## config.mk

```make
export PLATFORM = sky130hd
export DESIGN_NAME = rc_osc_500k_monitor
export DESIGN_NICKNAME = d
export VERILOG_FILES = /design/src/rtl/rc_osc_mon_pkg.sv /design/src/rtl/rc_osc_edge_sync.sv /design/src/rtl/rc_osc_500k_monitor.sv
export SDC_FILE = /design/constraint.sdc
export NUM_CORES = 1
export LEC_CHECK = 0
export BUFFER_PORTS_ARGS = -buffer_cell sky130_fd_sc_hd__buf_2
export CAP_MARGIN = 30
export CORE_ASPECT_RATIO = 1.1
export CORE_UTILIZATION = 59
export CTS_BUF_LIST = sky130_fd_sc_hd__clkbuf_4
export CTS_CLUSTER_DIAMETER = 30
export DETAILED_ROUTE_END_ITERATION = 16
export GPL_ROUTABILITY_DRIVEN = 0
export PLACE_DENSITY = 0.82
export SETUP_SLACK_MARGIN = 0.02
export SYNTH_ARGS = -nofsm -noshare
export SYNTH_HDL_FRONTEND = slang
export SYNTH_HIERARCHICAL = 1
export SYNTH_SLANG_ARGS = --single-unit
```

## constraint.sdc

```tcl
create_clock -name clk -period 4 [get_ports clk]
set_input_delay 0.8 -clock clk [delete_from_list [all_inputs] [get_ports clk]]
set_output_delay 0.8 -clock clk [all_outputs]
set_load 0.05 [all_outputs]
```

## src/rtl/rc_osc_mon_pkg.sv

```systemverilog
// Shared types and default constants for the RC oscillator monitor.
package rc_osc_mon_pkg;

  typedef enum logic [1:0] {
    IDLE    = 2'd0,
    SETTLE  = 2'd1,
    MEASURE = 2'd2,
    DONE    = 2'd3
  } mon_state_e;

  localparam int unsigned DEF_CNT_W         = 16;
  localparam int unsigned DEF_GATE_CYCLES   = 10000;
  localparam int unsigned DEF_SETTLE_CYCLES = 256;
  localparam int unsigned DEF_SYNC_STAGES   = 2;

  // Width of a down-counter that must hold (max(a,b) - 1); never narrower than 1 bit.
  function automatic int unsigned ctr_width(input int unsigned a, input int unsigned b);
    int unsigned m;
    m = (a > b) ? a : b;
    return (m <= 1) ? 1 : $clog2(m);
  endfunction

endpackage

```

## src/rtl/rc_osc_edge_sync.sv

```systemverilog
// Synchronizes the free-running oscillator output into clk and flags its rising edges.
module rc_osc_edge_sync #(
  parameter int unsigned SYNC_STAGES = 2
) (
  input  logic clk,
  input  logic rst,
  input  logic async_i,
  output logic rise_c
);

  logic [SYNC_STAGES-1:0] sync_q;
  logic [SYNC_STAGES-1:0] sync_d;
  logic                   prev_q;

  // Shift the asynchronous input one stage deeper every cycle.
  always_comb begin
    sync_d = {sync_q[SYNC_STAGES-2:0], async_i};
  end

  // Synchronizer chain plus one delayed copy of its output for edge detection.
  always_ff @(posedge clk or posedge rst) begin
    if (rst) begin
      sync_q <= '0;
      prev_q <= 1'b0;
    end else begin
      sync_q <= sync_d;
      prev_q <= sync_q[SYNC_STAGES-1];
    end
  end

  assign rise_c = sync_q[SYNC_STAGES-1] & ~prev_q;

endmodule

```

## src/rtl/rc_osc_500k_monitor.sv

```systemverilog
// Enables the 500 kHz RC oscillator, waits for it to settle, then counts its
// rising edges over a fixed clk window and latches count / range / stuck status.
module rc_osc_500k_monitor
  import rc_osc_mon_pkg::*;
#(
  parameter int unsigned CNT_W         = DEF_CNT_W,
  parameter int unsigned GATE_CYCLES   = DEF_GATE_CYCLES,
  parameter int unsigned SETTLE_CYCLES = DEF_SETTLE_CYCLES,
  parameter int unsigned SYNC_STAGES   = DEF_SYNC_STAGES
) (
  input  logic             clk,
  input  logic             rst,
  input  logic             start,
  input  logic             abort,
  input  logic             keep_ena,
  input  logic             osc_in,
  input  logic [CNT_W-1:0] lo_thresh,
  input  logic [CNT_W-1:0] hi_thresh,
  output logic             osc_ena,
  output logic             busy,
  output logic             done,
  output logic [CNT_W-1:0] count,
  output logic             in_range,
  output logic             stuck
);

  localparam int unsigned      CTR_W       = ctr_width(GATE_CYCLES, SETTLE_CYCLES);
  localparam logic [CTR_W-1:0] SETTLE_LOAD = CTR_W'(SETTLE_CYCLES - 1);
  localparam logic [CTR_W-1:0] GATE_LOAD   = CTR_W'(GATE_CYCLES - 1);
  localparam logic [CNT_W-1:0] CNT_MAX     = '1;

  mon_state_e       state_q;
  logic [CTR_W-1:0] ctr_q;
  logic [CNT_W-1:0] edge_cnt_q;
  logic [CNT_W-1:0] edge_cnt_d;
  logic             osc_ena_q;
  logic             busy_q;
  logic             done_q;
  logic [CNT_W-1:0] count_q;
  logic             in_range_q;
  logic             stuck_q;

  logic             rise_c;
  logic             enter_meas_c;
  logic             in_range_c;
  logic             stuck_c;

  rc_osc_edge_sync #(
    .SYNC_STAGES (SYNC_STAGES)
  ) u_edge_sync (
    .clk     (clk),
    .rst     (rst),
    .async_i (osc_in),
    .rise_c  (rise_c)
  );

  assign enter_meas_c = (state_q == SETTLE) && !abort && (ctr_q == '0);

  // Saturating edge count including the current cycle; counts only while measuring.
  always_comb begin
    edge_cnt_d = edge_cnt_q;
    if ((state_q == MEASURE) && rise_c && (edge_cnt_q != CNT_MAX)) begin
      edge_cnt_d = edge_cnt_q + CNT_W'(1);
    end
  end

  // Status of the final count; an inverted threshold pair can never be satisfied.
  always_comb begin
    in_range_c = (lo_thresh <= edge_cnt_d) && (edge_cnt_d <= hi_thresh);
    stuck_c    = (edge_cnt_d == '0);
  end

  // Edge counter, cleared as the window opens.
  always_ff @(posedge clk or posedge rst) begin
    if (rst) begin
      edge_cnt_q <= '0;
    end else if (enter_meas_c) begin
      edge_cnt_q <= '0;
    end else begin
      edge_cnt_q <= edge_cnt_d;
    end
  end

  // Sequencer: settle and gate phases share one down-counter; results latch entering DONE.
  always_ff @(posedge clk or posedge rst) begin
    if (rst) begin
      state_q    <= IDLE;
      ctr_q      <= '0;
      osc_ena_q  <= 1'b0;
      busy_q     <= 1'b0;
      done_q     <= 1'b0;
      count_q    <= '0;
      in_range_q <= 1'b0;
      stuck_q    <= 1'b0;
    end else begin
      done_q <= 1'b0;
      case (state_q)
        IDLE: begin
          if (start && !abort) begin
            state_q   <= SETTLE;
            ctr_q     <= SETTLE_LOAD;
            osc_ena_q <= 1'b1;
            busy_q    <= 1'b1;
          end
        end
        SETTLE: begin
          if (abort) begin
            state_q   <= IDLE;
            osc_ena_q <= 1'b0;
            busy_q    <= 1'b0;
          end else if (ctr_q == '0) begin
            state_q <= MEASURE;
            ctr_q   <= GATE_LOAD;
          end else begin
            ctr_q <= ctr_q - CTR_W'(1);
          end
        end
        MEASURE: begin
          if (abort) begin
            state_q   <= IDLE;
            osc_ena_q <= 1'b0;
            busy_q    <= 1'b0;
          end else if (ctr_q == '0) begin
            state_q    <= DONE;
            busy_q     <= 1'b0;
            done_q     <= 1'b1;
            count_q    <= edge_cnt_d;
            in_range_q <= in_range_c;
            stuck_q    <= stuck_c;
          end else begin
            ctr_q <= ctr_q - CTR_W'(1);
          end
        end
        DONE: begin
          state_q   <= IDLE;
          osc_ena_q <= keep_ena;
        end
        default: begin
          state_q   <= IDLE;
          osc_ena_q <= 1'b0;
          busy_q    <= 1'b0;
        end
      endcase
    end
  end

  assign osc_ena  = osc_ena_q;
  assign busy     = busy_q;
  assign done     = done_q;
  assign count    = count_q;
  assign in_range = in_range_q;
  assign stuck    = stuck_q;

endmodule

```

==> impl_metrics.json, run 1 <==
{
  "fp.dieH_um": 86.0,
  "hold_class": "input port to async pin",
  "fmax_ghz": 0.292,
  "synthesis.area_um2": 3780,
  "setup_slack_ns": 0.570,
  "path_class": "register to register",
  "antenna_found_initial": 0,
  "rsz0062_at_grt": "no",
  "n_fill_cell": 524,
  "ys_ff_latch": 56,
  "yosys_warnings": 6,
  "die_x_um": 78.3,
  "core_area_um2": 6190,
  "p_switching_uw": 665,
  "slew_violations": 0,
  "max_cap_viol_count": 0,
  "cts_sinks": 56,
  "post_drt_via_cell_ratio": 5.88,
  "grt_max_degree": 38,
  "clock_skew_ns": 0.00752,
  "postCtsSetupBuffers": 0,
  "ir_drop_mv": 0.405,
  "ant_nets": 0,
  "slowest_stage": "a2111o_1",
  "clk_pin_slew_ns": 0.16,
  "grt_use_total": 0.278,
  "finalHoldViolations": 0,
  "wire_per_inst_um": 15.5,
  "path_cells": "inv_1 > ha_1 > and2_1 > and2_1 > nand3_1 > mux2i_1 > inv_1 > ha_1 > nand4_1 > nor3_1 > nand4_1 > a2111o_1 > a221oi_2 > a21o_1",
  "power_uw": 1630,
  "finalInstanceArea_um2": 4230,
  "synth_ff_type": "dfrtp_1",
  "cts_max_level": 2,
  "synth_top_cell_by_area": "dfrtp_1",
  "io_pins": 59,
  "remaining_drc_errors": 0,
  "tightest_slew_ns": 0.945,
  "max_stage_delay_ns": 0.45,
  "ys_seq_area_frac": 0.371,
  "met2WireLength_um": 4460,
  "worstSkewPairLatency_ns": 0.37,
  "clkPwrFrac": 0.152,
  "antennaDiodeCount": 0,
  "leakage_uw": 0.00214,
  "critPathMaxFanout": 6,
  "area_delta_synth_final_pct": 11.9,
  "synth_edf_count": 0,
  "worstSetupEndpointType": "register",
  "share_comb_of_total_power": 0.394,
  "drtIter0Drc": 205,
  "seqPwrFrac": 0.454,
  "status": "finished, final reports clean",
  "nets": 563,
  "start_kind": "register",
  "dpl_worst_slack_ns": 0.640,
  "met3_length_um": 315,
  "drive_gt1_frac": 0.188,
  "place_hpwl_um": 6920,
  "synth_top_cell_area_share": 0.371,
  "cts_buffers": 5,
  "crit_arrival_ns": 3.75,
  "async_reset_ff_frac": 1.00,
  "synthDistinctLibCells": 64,
  "final.setup.tns_ns": 0,
  "max-slew-margin-rel": 0.366,
  "p_sw_frac": 0.407,
  "totalWireLength_um": 8800,
  "drtPass1Iterations": 4,
  "grt_pass1_vias": 3266,
  "cts_buffer_depth": 2,
  "port_buffers": 58,
  "grt_pass1_wl_um": 14700,
  "internal_power_uw": 967,
  "cts_tree": "built",
  "setup_violations": 0,
  "die_area_um2": 6730,
  "final.period_utilization": 0.857,
  "start_util": 0.611,
  "vias": 3347,
  "top_layer": "met4",
  "yosysMostFrequentCell": "dfrtp_1",
  "yosys-top-cells-count": "56 x dfrtp_1, 54 x nor2_1, 42 x inv_1",
  "cp.required_ns": 4.32,
  "cts_resized": 0,
  "grt_overflow": 0,
  "syn_inst": 427,
  "yosys-top-cells-area": "dfrtp_1 37%, ha_1 12%, nor2_1 5.4%, a21oi_1 4.2%, inv_1 4.2%",
  "syn-num-nets": 502,
  "avgSynthCellArea_um2": 8.86,
  "num_rows": 30,
  "post_dp_cell_area_um2": 4180,
  "wl_met1_um": 3790,
  "cts_hold_buf": 0,
  "cts-root-buf": "clkbuf_4",
  "post-route-min-period_ns": 3.43,
  "power_density_nw_per_um2": 386,
  "final_util": 0.683
}
[path summary, 6_finish.rpt]
kind,startpoint,end,slack [ns],cells after the start
setup reg to reg,state_q[0]$_DFFE_PP0P_,in_range$_DFFE_PP0P_,0.57,14
min in group clk,u_edge_sync/sync_q[0]$_DFF_PP0_,u_edge_sync/sync_q[1]$_DFF_PP0_,0.37,0
setup / recovery,state_q[0]$_DFFE_PP0P_,in_range$_DFFE_PP0P_,0.57,14
hold / removal,rst,u_edge_sync/sync_q[1]$_DFF_PP0_,0.28,2
hold reg to reg,u_edge_sync/sync_q[0]$_DFF_PP0_,u_edge_sync/sync_q[1]$_DFF_PP0_,0.37,0
max in group asynchronous,rst,edge_cnt_q[10]$_DFF_PP0_,2.71,3
[power by group through the flow]
stage | Sequential, uW | Combinational, uW | Clock (uW)
detailed placement | 750 | 637 | 0
global placement | 745 | 611 | 0
finish | 742 | 642 | 248
global route | 755 | 720 | 276
floorplan | 761 | 459 | 0
CTS | 740 | 642 | 254
[metal layers]
metal	up-vias	track usage
met5	-	0
met4	0	0.0892
met3	17	0.0298
met2	80	0.501
met1	1616	0.347
li1	1634	-
[state kept, by name, indices dropped and copies added, names as in the netlist]
name and flops:
state_q 2, ctr_q 14, in_range 1, u_edge_sync/prev_q 1, osc_ena 1, count 16
u_edge_sync/sync_q 2, stuck 1, busy 1, edge_cnt_q 16, done 1
[stage by stage]
stage | std cells | hold slack [ns]
2_1_floorplan | 427 | 0.331
3_3_place_gp | 561 | 0.332
3_5_place_dp | 561 | 0.336
4_1_cts | 569 | 0.261
5_1_grt | 569 | 0.261
6_report | 569 | 0.276
[area by class of cell]
type / count / area [um^2] / area share
Clock inverter: 2 / 11.3 / 0.00266
Multi-Input combinational cell: 317 / 2170 / 0.512
Clock buffer: 6 / 45.0 / 0.0106
Tap cell: 80 / 100 / 0.0237
Timing Repair Buffer: 66 / 350 / 0.0828
Sequential cell: 56 / 1400 / 0.331
Inverter: 42 / 158 / 0.0373
[kinds of logic (layout without fill, tap and decap cells)]
| logic type | after synthesis | in the layout | synth area share |
|---|---|---|---|
| AND/OR/NAND/NOR | 151 | 151 | 0.217 |
| AO/OA/AOI/OAI | 114 | 114 | 0.196 |
| flip-flops | 56 | 56 | 0.371 |
| buffers and inverters | 54 | 116 | 0.0566 |
| adder cells (fa/ha/maj) | 38 | 38 | 0.125 |
| XOR/XNOR | 11 | 11 | 0.0275 |
| multiplexers | 3 | 3 | 0.00794 |
[placed cells by master, fill, tap and decap left out, types with 4 or more instances in the layout]
cell       Yosys  final
a21o_1         6      6
a21oi_1       32     32
a22o_1         5      5
a31oi_1        4      4
and2_1         4      4
and3_1         5      5
and4_1         6      6
buf_2          5     58
buf_4          1      8
clkbuf_4       0      6
dfrtp_1       56     56
ha_1          37     37
inv_1         42     41
nand2_1       32     32
nand3_1        9      9
nand4_1        9      9
nor2_1        54     54
nor3_1         8      8
o2111ai_1      4      4
o21a_1         4      4
o21ai_0       31     31
xnor2_1        5      5
xor2_1         5      5
[worst max-delay path: cells and delay by family (launching register included)]
kind,cells,cell delay (ns)
flip-flops,1,0.44
multiplexers,1,0.25
buffers and inverters,2,0.19
AO/OA/AOI/OAI,3,0.80
AND/OR/NAND/NOR,6,1.20
adder cells (fa/ha/maj),2,0.50
Note: power is estimated with default switching activity, not from simulation.
==> inputs of run 2 (changes only) <==
--- a/config.mk
+++ b/config.mk
@@ -13,7 +13,7 @@
 export CTS_CLUSTER_DIAMETER = 30
 export DETAILED_ROUTE_END_ITERATION = 16
 export GPL_ROUTABILITY_DRIVEN = 0
-export PLACE_DENSITY = 0.82
+export PLACE_DENSITY = 0.88
 export SETUP_SLACK_MARGIN = 0.02
 export SYNTH_ARGS = -nofsm -noshare
 export SYNTH_HDL_FRONTEND = slang
==> impl_metrics.json, run 2 (synthesized netlist as in run 1, its figures left out) <==
{
  "vias": 3398,
  "crit_arrival_ns": 3.90,
  "slowest_stage": "a2111o_1",
  "drive_gt1_frac": 0.189,
  "drtPass1Iterations": 7,
  "n_fill_cell": 475,
  "num_rows": 30,
  "cts_buffers": 5,
  "grt_max_degree": 42,
  "fmax_ghz": 0.278,
  "fp.dieH_um": 86.0,
  "io_pins": 59,
  "max_cap_viol_count": 0,
  "path_cells": "inv_1 > ha_2 > and2_1 > and2_1 > nand3_1 > mux2i_1 > inv_1 > ha_1 > nand4_1 > nor3_1 > nand4_1 > a2111o_1 > a221oi_2 > a21o_1",
  "post-route-min-period_ns": 3.59,
  "wire_per_inst_um": 16.2,
  "layout_commonest_cell": "buf_2",
  "worstSetupEndpointType": "register",
  "seqPwrFrac": 0.451,
  "power_density_nw_per_um2": 389,
  "hold_class": "input port to async pin",
  "grt_pass1_vias": 3353,
  "clock_skew_ns": 0.0235,
  "tightest_slew_ns": 0.956,
  "status": "finished, final reports clean",
  "start_kind": "register",
  "max_stage_delay_ns": 0.45,
  "final.setup.tns_ns": 0,
  "leakage_uw": 0.00214,
  "final_cell_mix": "58 x buf_2, 56 x dfrtp_1, 54 x nor2_1",
  "critPathMaxFanout": 12,
  "dpl_worst_slack_ns": 0.371,
  "internal_power_uw": 969,
  "grt_use_total": 0.288,
  "drtIter0Drc": 448,
  "critPathTopFamily": "simple AND/OR/NAND/NOR gates",
  "clk_pin_slew_ns": 0.13,
  "final.period_utilization": 0.898,
  "start_util": 0.611,
  "die_area_um2": 6730,
  "rsz0062_at_grt": "no",
  "cp.required_ns": 4.31,
  "area_delta_synth_final_pct": 12.1,
  "ir_drop_mv": 0.427,
  "cts_max_level": 2,
  "cts_hold_buf": 0,
  "finalHoldViolations": 0,
  "p_sw_frac": 0.413,
  "cts-root-buf": "clkbuf_4",
  "ant_nets": 0,
  "nets": 562,
  "port_buffers": 58,
  "antenna_found_initial": 0,
  "path_class": "register to register",
  "clkPwrFrac": 0.151,
  "cts_sinks": 56,
  "cts_tree": "built",
  "core_area_um2": 6190,
  "place_hpwl_um": 7080,
  "slew_violations": 0,
  "setup_violations": 0,
  "grt_overflow": 0,
  "post_drt_via_cell_ratio": 5.98,
  "share_comb_of_total_power": 0.398,
  "cts_buffer_depth": 2,
  "worstSkewPairLatency_ns": 0.38,
  "totalWireLength_um": 9190,
  "antennaDiodeCount": 0,
  "max-slew-margin-rel": 0.358,
  "cp_num_buf_inv": 2,
  "remaining_drc_errors": 0,
  "p_switching_uw": 682,
  "grt_pass1_wl_um": 15200,
  "die_x_um": 78.3,
  "setup_slack_ns": 0.409
}
## run 2: cell types whose count changed in the layout (fill, tap and decap cells not counted), sizes merged
cell,change
buf,-1
## run 2: worst paths after layout
path,slack (ns),start,end,cells past startpoint
max,0.41,state_q[0]$_DFFE_PP0P_,in_range$_DFFE_PP0P_,14
max reg2reg,0.41,state_q[0]$_DFFE_PP0P_,in_range$_DFFE_PP0P_,14
max in group asynchronous,3.13,rst,edge_cnt_q[2]$_DFF_PP0_,3
min,0.31,rst,u_edge_sync/prev_q$_DFF_PP0_,2
min reg2reg,0.37,u_edge_sync/sync_q[0]$_DFF_PP0_,u_edge_sync/sync_q[1]$_DFF_PP0_,0
min in group clk,0.37,u_edge_sync/sync_q[0]$_DFF_PP0_,u_edge_sync/sync_q[1]$_DFF_PP0_,0
## run 2: layout make-up
| class | instances | area (um^2) | share of cell area |
|---|---|---|---|
| Clock inverter | 2 | 11.3 | 0.00266 |
| Clock buffer | 6 | 45.0 | 0.0106 |
| Multi-Input combinational cell | 317 | 2170 | 0.512 |
| Tap cell | 80 | 100 | 0.0236 |
| Inverter | 42 | 158 | 0.0372 |
| Timing Repair Buffer | 65 | 355 | 0.0838 |
| Sequential cell | 56 | 1400 | 0.331 |
## run 2: repair_timing
action	in CTS	in global routing
setup buffers	0	0
setup endpoints to repair	0	1
resized for setup	0	1
## run 2: worst reg2reg max path, cell delays in order, from the launching register on
cell,delay (ns)
dfrtp_1,0.44
inv_1,0.13
ha_2,0.32
and2_1,0.26
and2_1,0.25
nand3_1,0.12
mux2i_1,0.21
inv_1,0.08
ha_1,0.30
nand4_1,0.13
nor3_1,0.29
nand4_1,0.21
a2111o_1,0.45
a221oi_2,0.25
a21o_1,0.11
## run 2: metrics by stage
stage | util | cell area (um^2) | std cells | power, uW | hold WS (ns)
2_1_floorplan | - | 3780 | 427 | 1220 | 0.331
3_3_place_gp | 0.671 | 4150 | 558 | 1350 | 0.337
3_5_place_dp | 0.675 | 4180 | 560 | 1400 | 0.340
5_1_grt | 0.684 | 4240 | 568 | 1760 | 0.281
4_1_cts | 0.684 | 4240 | 568 | 1640 | 0.294
6_report | 0.684 | 4240 | 568 | 1650 | 0.305
## run 2: routing by layer
layer  track usage  vias to the layer above  wire length, um
met1         0.366                     1612             3870
met4         0.123                        0              230
met5             0                        -                0
li1              -                     1636                -
met2         0.494                      132             4610
met3        0.0362                       18              476
## run 2: power groups by stage
stage | sequential [uW] | combinational, uW | clock (uW)
2_1_floorplan | 761 | 459 | 0
3_3_place_gp | 743 | 609 | 0
3_5_place_dp | 749 | 648 | 0
4_1_cts | 739 | 652 | 252
5_1_grt | 752 | 739 | 271
6_report | 744 | 657 | 249
==> inputs of run 3 (changes only) <==
--- a/config.mk
+++ b/config.mk
@@ -7,8 +7,10 @@
 export LEC_CHECK = 0
 export BUFFER_PORTS_ARGS = -buffer_cell sky130_fd_sc_hd__buf_2
 export CAP_MARGIN = 30
+export CELL_PAD_IN_SITES_DETAIL_PLACEMENT = 0
+export CELL_PAD_IN_SITES_GLOBAL_PLACEMENT = 1
 export CORE_ASPECT_RATIO = 1.1
-export CORE_UTILIZATION = 59
+export CORE_UTILIZATION = 45
 export CTS_BUF_LIST = sky130_fd_sc_hd__clkbuf_4
 export CTS_CLUSTER_DIAMETER = 30
 export DETAILED_ROUTE_END_ITERATION = 16
==> impl_metrics.json, run 3 (synthesized netlist as in run 1, its figures left out) <==
{
  "status": "finished, final reports clean",
  "cts_buffers": 5,
  "critPathMaxFanout": 6,
  "grt_use_total": 0.226,
  "cts_sinks": 56,
  "port_buffers": 58,
  "grt_pass1_wl_um": 15200,
  "final_cell_mix": "58 x buf_2, 56 x dfrtp_1, 54 x nor2_1",
  "leakage_uw": 0.00215,
  "clk_pin_slew_ns": 0.19,
  "fmax_ghz": 0.286,
  "hold_class": "input port to async pin",
  "finalNonFillerCells": 598,
  "start_kind": "register",
  "tightest_slew_ns": 0.693,
  "cts_tree": "built",
  "drive_gt1_frac": 0.192,
  "die_x_um": 89.4,
  "fp.dieH_um": 98.1,
  "place_inst": 590,
  "final.setup.tns_ns": 0,
  "busiest_layer": "met2",
  "clock_skew_ns": 0.0261,
  "postCtsSetupBuffers": 0,
  "met2_usage": 0.370,
  "totalWireLength_um": 9040,
  "cp.required_ns": 4.33,
  "post_drt_via_cell_ratio": 5.44,
  "worstSetupEndpointType": "register",
  "grt_use_met3": 0.0270,
  "ant_nets": 0,
  "post-route-min-period_ns": 3.50,
  "max-slew-margin-rel": 0.538,
  "slew_violations": 0,
  "io_pins": 59,
  "setup_violations": 0,
  "drtPass1Iterations": 4,
  "layout_commonest_cell": "buf_2",
  "antennaDiodeCount": 0,
  "remaining_drc_errors": 0,
  "hold_slack_ns": 0.241,
  "power_density_nw_per_um2": 388,
  "drtIter0Drc": 146,
  "worstSkewPairLatency_ns": 0.40,
  "area_delta_synth_final_pct": 13.2,
  "crit_arrival_ns": 3.83,
  "n_fill_cell": 759,
  "start_util": 0.470,
  "path_class": "register to register",
  "grt_max_degree": 34,
  "die_area_um2": 8770,
  "wire_per_inst_um": 15.1,
  "gr-usage-met1": 0.313,
  "grt_overflow": 0,
  "cts_hold_buf": 0,
  "rsz0062_at_grt": "no",
  "cts_max_level": 2,
  "antenna_found_initial": 0,
  "cts_buffer_depth": 2,
  "place_hpwl_um": 7130,
  "vias": 3256,
  "max_cap_viol_count": 0,
  "grt_pass1_vias": 3189,
  "finalHoldViolations": 0,
  "nets": 564,
  "final.period_utilization": 0.874,
  "ir_drop_mv": 0.250,
  "num_rows": 34,
  "cts-root-buf": "clkbuf_4",
  "cts_resized": 0,
  "reg2reg_depth": 14,
  "core_area_um2": 8040
}
[run 3: cell count changes in the layout (fill, tap and decap cells not counted)]
cell	delta
ha_1	+1
buf_4	+3
clkbuf_4	-1
clkinv_1	-1
buf_12	-1
ha_2	-1
inv_6	+2
[run 3: path summary, 6_finish.rpt]
kind                       slack, ns                               to                            start
min reg2reg                     0.37  u_edge_sync/sync_q[1]$_DFF_PP0_  u_edge_sync/sync_q[0]$_DFF_PP0_
min                             0.24     u_edge_sync/prev_q$_DFF_PP0_                              rst
min in group clk                0.37  u_edge_sync/sync_q[1]$_DFF_PP0_  u_edge_sync/sync_q[0]$_DFF_PP0_
max                             0.50             in_range$_DFFE_PP0P_           state_q[0]$_DFFE_PP0P_
max reg2reg                     0.50             in_range$_DFFE_PP0P_           state_q[0]$_DFFE_PP0P_
max in group asynchronous       2.75            count[12]$_DFFE_PP0P_                              rst
[run 3: final cells by class]
cell class,instances,area [um^2],share of cell area
Timing Repair Buffer,67,358,0.0836
Inverter,42,158,0.0368
Clock inverter,3,25.0,0.00585
Multi-Input combinational cell,317,2170,0.506
Sequential cell,56,1400,0.327
Clock buffer,5,37.5,0.00877
Tap cell,108,135,0.0316
[run 3: where the power goes]
part / switching [uW] / internal [uW]
registers: 96.3 / 646
clock network: 197 / 73.4
logic: 397 / 251
total: 690 / 971
[run 3: through the flow]
step                      area (um^2)  setup WS [ns]  utilization  total power [uW]
after CTS                        4280          0.523        0.532              1670
after detailed placement         4220          0.582        0.525              1400
final                            4280          0.503        0.532              1660
after global placement           4220          0.691        0.525              1380
after floorplan                  3780          0.985            -              1220
after global routing             4280          0.216        0.532              1790
[run 3: layer usage]
metal	share of wire	up-vias	wire [um]
met4	0.012	0	110
li1	-	1639	-
met2	0.48	61	4370
met1	0.47	1548	4260
met3	0.033	8	300
met5	0	-	0
[run 3: critical path: stages (launching register included)]
cell	delay (ns)
dfrtp_1	0.45
inv_1	0.11
ha_1	0.19
and2_1	0.22
and2_1	0.25
nand3_1	0.12
mux2i_1	0.23
inv_1	0.07
ha_1	0.31
nand4_1	0.13
nor3_1	0.29
nand4_1	0.26
a2111o_1	0.46
a221oi_2	0.25
a21o_1	0.10
